## src/rtl/wb_regfile.sv

```systemverilog
// wb_regfile: writeback stage and architectural register file.
//
// Picks the writeback value from the MEM/WB slot (load data or ALU result)
// and commits it to a 32 x DATA_W register file. Two combinational ID read
// ports see a write presented in the same cycle (write-first bypass). The
// live writeback is exported for the EX forwarding unit. A retired
// instruction counter counts every valid MEM/WB slot.
//
// Ports:
//   clk, rst        pipeline clock; synchronous active-high reset
//   wb_valid        MEM/WB slot holds a real instruction (0 = bubble)
//   wb_read_data    load data
//   wb_alu_result   ALU result
//   wb_reg_dest     destination register number
//   wb_mem_to_reg   1 = write load data, 0 = write ALU result
//   wb_reg_write    instruction writes a register
//   rs_addr/rs_data ID read port A
//   rt_addr/rt_data ID read port B
//   fwd_we/fwd_addr/fwd_data  current writeback for EX forwarding
//   retired_count   valid instructions retired since reset (wraps)
module wb_regfile #(
  parameter int          DATA_W  = 32,
  parameter int          ADDR_W  = 5,
  // Value loaded into retired_count by reset; the pipeline uses 0.
  parameter logic [31:0] CNT_RST = '0
) (
  input  logic              clk,
  input  logic              rst,
  input  logic              wb_valid,
  input  logic [DATA_W-1:0] wb_read_data,
  input  logic [DATA_W-1:0] wb_alu_result,
  input  logic [ADDR_W-1:0] wb_reg_dest,
  input  logic              wb_mem_to_reg,
  input  logic              wb_reg_write,
  input  logic [ADDR_W-1:0] rs_addr,
  input  logic [ADDR_W-1:0] rt_addr,
  output logic [DATA_W-1:0] rs_data,
  output logic [DATA_W-1:0] rt_data,
  output logic              fwd_we,
  output logic [ADDR_W-1:0] fwd_addr,
  output logic [DATA_W-1:0] fwd_data,
  output logic [31:0]       retired_count
);

  localparam int NREGS = 1 << ADDR_W;

  // Register 0 is hardwired to zero, so no storage exists for it.
  logic [DATA_W-1:0] regs [1:NREGS-1];
  logic [31:0]       retired_q;
  logic [DATA_W-1:0] wb_value;
  logic              we;

  assign wb_value = wb_mem_to_reg ? wb_read_data : wb_alu_result;
  // Bubbles, $zero targets and the reset cycle never write or bypass.
  assign we       = wb_valid & wb_reg_write & (wb_reg_dest != '0) & ~rst;

  assign fwd_we        = we;
  assign fwd_addr      = rst ? '0 : wb_reg_dest;
  assign fwd_data      = rst ? '0 : wb_value;
  assign retired_count = retired_q;

  // ---- commit edge: register array and retirement counter ----
  always_ff @(posedge clk) begin
    if (rst) begin
      for (int i = 1; i < NREGS; i++) begin
        regs[i] <= '0;
      end
      retired_q <= CNT_RST;
    end else begin
      if (we) begin
        regs[wb_reg_dest] <= wb_value;
      end
      if (wb_valid) begin
        retired_q <= retired_q + 32'd1;
      end
    end
  end

  // Read ports: $zero first, then the in-flight write, then the array.
  always_comb begin
    rs_data = '0;
    if (rs_addr == '0) begin
      rs_data = '0;
    end else if (we && (rs_addr == wb_reg_dest)) begin
      rs_data = wb_value;
    end else begin
      rs_data = regs[rs_addr];
    end
  end

  always_comb begin
    rt_data = '0;
    if (rt_addr == '0) begin
      rt_data = '0;
    end else if (we && (rt_addr == wb_reg_dest)) begin
      rt_data = wb_value;
    end else begin
      rt_data = regs[rt_addr];
    end
  end

endmodule

```

## config.mk

```make
export PLATFORM = sky130hd
export DESIGN_NAME = wb_regfile
export DESIGN_NICKNAME = d
export VERILOG_FILES = /design/src/rtl/wb_regfile.sv
export SDC_FILE = /design/constraint.sdc
export NUM_CORES = 2
export LEC_CHECK = 0
export CAP_MARGIN = 10
export CORE_MARGIN = 2
export CORE_UTILIZATION = 40
export DETAILED_ROUTE_END_ITERATION = 12
export GPL_ROUTABILITY_DRIVEN = 0
export PLACE_DENSITY = 0.65
export SETUP_SLACK_MARGIN = 0.5
export SYNTH_ARGS = -nofsm -noshare
export SYNTH_HDL_FRONTEND = slang
export SYNTH_SLANG_ARGS = --single-unit
```

## constraint.sdc

```tcl
create_clock -name clk -period 7.3 [get_ports clk]
set_clock_uncertainty 0.2 [all_clocks]
set_input_delay 1.46 -clock clk [delete_from_list [all_inputs] [get_ports clk]]
set_output_delay 1.46 -clock clk [all_outputs]
set_load 0.01 [all_outputs]
```

==> parameters.txt <==
Parameter                              Value

Layout
  Total non-filler cell area in the finished layout ... 65,000 µm²
  Final core utilization ... 0.467
  Fraction of final layout cells sized beyond drive strength 1 ... 0.209
  Synthesis-to-finish area growth ... 16.2%
  Final cell count without fillers ... 6,601
  Net count, final ... roughly 4,700

Pwr
  Proportion of total power due to net switching ... 0.263
  Sw Pwr ... just under 4 mW
  Cell Pwr Density ... 232 nW/µm²
  IR Drop Worst-Case VDD ... 0.198 mV
  Total leakage power ... ~23 nW
  Internal power ... ~11 mW
  Combinational share of power ... 0.142
  Fraction of power consumed by the clock network ... 0.385
  Power, Total ... 15.1 mW
  Sequential fraction of design power ... 0.473

CTS
  Longest Clk Path Bufs ... 3
  # H-tree levels ... 3
  Clock buffers created by TritonCTS ... around 110
  TritonCTS clock tree ... built
  Number of clock sinks ... 1,056
  Root buffer selected by CTS ... sky130_fd_sc_hd__clkbuf_16
  Hold buffer count at cts ... 0
  Worst-Skew Late Latency ... 720 ps
  Clock transition at the register clock pins on the worst setup and hold paths after CTS ... 60 ps
  Post-CTS repair timing setup buffer count ... 0

Placed design
  Placed wire-length estimate ... 131 mm
  Count of input and output buffers ... 217
  Area after DPL ... roughly 61,000 µm²
  Number of placed instances with taps included ... 6,382

STA
  Highest clock rate ... 0.146 GHz
  Setup TNS Final ... 0 ps
  Final setup vio count ... 0
  Clock period minus final worst setup slack ... 6870 ps
  Share of the cycle needed by the critical path after routing ... 0.940
  Worst max-slew margin expressed relative to the limit ... 0.137
  Final hold violations ... 0
  Count of final max-slew check failures ... 0
  RSZ-0062 raised after global routing ... no
  Actual slew at the worst max-slew pin ... about 1300 ps

Route
  Routed len/inst ... 32.6 µm
  Remaining number of nets flagged by the antenna check after routing ... 0
  First-iteration detailed-routing DRC count ... 7,130
  Vias per cell ... ~6.4
  Total number of vias ... 42,485
  Total wire length ... approximately 220 mm
  DRC viols ... 0
  First-pass iteration count of the detailed router ... 6

Worst setup path
  Startpoint Class ... input pin
  Kind of capture point of the worst setup path ... primary output
  Worst EP arrival ... 5210 ps
  Start-to-end type of the worst setup path ... input pin to primary output
  Worst-path maximum fanout ... 19
  Worst endpoint required time ... 5640 ps

Floorplan
  Top-level I/O count ... 218
  Placement row count ... ~140
  Floorplan Core Area ... 139,000 µm²
  Total die area ... 143,000 µm²
  Initial Util ... 0.402
  Die Y-Extent ... 378 µm
  Width of the chip ... 378 µm

Synth
  Number of warnings reported in the yosys synthesis log ... 0
  Number of enable flip-flop cells after synthesis ... approximately 1,000
  FF+latch count, synth ... 1,056
  Total standard cell area after synthesis ... 55,900 µm²
  Number of distinct library cells after synthesis ... 57
  Mean Syn Cell Area ... between 10 and 15 µm²
  Portion of the post-synthesis area used by sequential elements ... 0.561
  Main flop type after synthesis ... sky130_fd_sc_hd__edfxtp_1
  Proportion of synthesized flip-flops having asynchronous set or reset ... 0
  Cells after synthesis ... around 4,500

Global route
  Pin count of the biggest net entering global routing ... 77
  Aggregate global routing overflow ... 0
  Antenna violations before repair ... 9
  Vias in the first global route ... just over 40,000
  Global-route total usage across every layer ... 0.297
  Wire length of the first global-routing pass ... 301 mm

Min path
  Hold Crit Class ... flop to flop

Outcome
  Result of the run ... complete, no violations

Flow run
  Max capacitance violation total ... 0
logic make-up (layout without fill, tap and decap cells):
group           after synthesis  count (layout)  synth area share
xor+xnor                     37              37           0.00579
flops                      1056            1056             0.561
compound gates              504             504            0.0610
fa+ha+maj                     1               1          0.000224
other cells                   1              38         0.0000671
simple gates               1520            1520             0.115
buf+inv                     490             719            0.0430
mux                         850             850             0.213
path summary, 6_finish.rpt:
| check | slack [ps] | startpoint | depth (start not counted) | endpoint |
|---|---|---|---|---|
| max | 430 | rt_addr[4] | 7 | rt_data[29] |
| min | 320 | retired_count[6] | 2 | retired_count[6] |
| max reg2reg | 4950 | retired_count[0] | 6 | retired_count[24] |
| min reg2reg | 320 | retired_count[6] | 2 | retired_count[6] |
critical path, cell delays in order:
cell and delay (ps):
sky130_fd_sc_hd__clkdlybuf4s50_1 600, sky130_fd_sc_hd__inv_1 270, sky130_fd_sc_hd__nand2_2 550, sky130_fd_sc_hd__a2111oi_0 1120
sky130_fd_sc_hd__a2111oi_0 280, sky130_fd_sc_hd__a21oi_1 310, sky130_fd_sc_hd__clkdlybuf4s50_1 590
through the flow:
step	setup slack [ps]	hold slack [ps]
floorplan	2640	315
global placement	379	290
detailed placement	492	318
CTS	735	329
global route	532	351
finish	434	320
synth_stat cells (all sizes together) (2+ instances only):
| master | count | share of area |
|---|---|---|
| and3 | 33 | 0.0037 |
| mux2i | 387 | 0.069 |
| mux2 | 214 | 0.043 |
| nor2b | 95 | 0.011 |
| nand2 | 48 | 0.0032 |
| a211oi | 107 | 0.014 |
| and3b | 3 | 0.00047 |
| xor2 | 22 | 0.0034 |
| nand3b | 3 | 0.00040 |
| a21oi | 67 | 0.0060 |
| nand2b | 38 | 0.0043 |
| mux4 | 249 | 0.10 |
| a2111oi | 68 | 0.011 |
| nor4 | 57 | 0.0064 |
| inv | 36 | 0.0024 |
| or2 | 3 | 0.00034 |
| o21ai | 86 | 0.0077 |
| or4 | 2 | 0.00027 |
| and2 | 2 | 0.00022 |
| o221ai | 10 | 0.0016 |
| buf | 190 | 0.023 |
| a221o | 4 | 0.00072 |
| o22ai | 88 | 0.0098 |
| xnor2 | 15 | 0.0023 |
| nor2 | 1177 | 0.079 |
| nand4 | 12 | 0.0013 |
| a221oi | 6 | 0.00094 |
| edfxtp | 1024 | 0.55 |
| or3 | 5 | 0.00056 |
| dfxtp | 32 | 0.011 |
| and4 | 3 | 0.00047 |
| nand3 | 11 | 0.00098 |
| nor3 | 23 | 0.0021 |
| clkbuf | 264 | 0.018 |
| nor3b | 3 | 0.00040 |
| a22oi | 62 | 0.0083 |
power groups by stage:
stage          combinational, mW  clock, mW  sequential, mW
2_1_floorplan               1.19          0            7.18
3_3_place_gp                2.08          0            7.21
3_5_place_dp                2.09          0            7.24
4_1_cts                     2.10       5.80            7.11
5_1_grt                     2.20       6.04            7.15
6_report                    2.14       5.80            7.12
placed cells by master, fill, tap and decap left out, types with 34 or more instances in the layout:
master                            instances
sky130_fd_sc_hd__nand2_2                 34
sky130_fd_sc_hd__mux4_2                 237
sky130_fd_sc_hd__nor2_1                1174
sky130_fd_sc_hd__clkbuf_16              118
sky130_fd_sc_hd__inv_1                   36
sky130_fd_sc_hd__nor4_1                  56
sky130_fd_sc_hd__mux2i_1                355
sky130_fd_sc_hd__a22oi_1                 62
sky130_fd_sc_hd__buf_4                  219
sky130_fd_sc_hd__a211oi_1               107
sky130_fd_sc_hd__a2111oi_0               67
sky130_fd_sc_hd__o21ai_0                 86
sky130_fd_sc_hd__edfxtp_1              1024
sky130_fd_sc_hd__o22ai_1                 88
sky130_fd_sc_hd__nor2b_1                 92
sky130_fd_sc_hd__a21oi_1                 66
sky130_fd_sc_hd__clkdlybuf4s50_1        209
sky130_fd_sc_hd__mux2_2                 214
sky130_fd_sc_hd__buf_12                  37
final cells by class:
cell class | instances | area [µm²]
repair buffers | 470 | 4540
clock inverters | 65 | 603
diodes | 6 | 15.0
fillers | 12332 | 74200
clock buffers | 148 | 3070
flip-flops and latches | 1056 | 31400
inverters | 36 | 135
well taps | 1876 | 2350
multi-input cells | 2944 | 22900
flip-flops by register name (all words and copies together) (netlist names):
name	flops
retired_count	32
regs	1024
repair_timing:
action,in CTS,in global routing
endpoints found under the setup margin,1,1
resized for setup,1,1
pin swaps,0,0
layer usage:
metal  vias up  track usage  wire length (µm)
met5         -            0               284
met4         8        0.139             11700
met3       625       0.0848             31000
met2      3509        0.444             93300
met1     21343        0.398             78800
li1      17000            -                 -
Power figures use the tool's default switching activity.
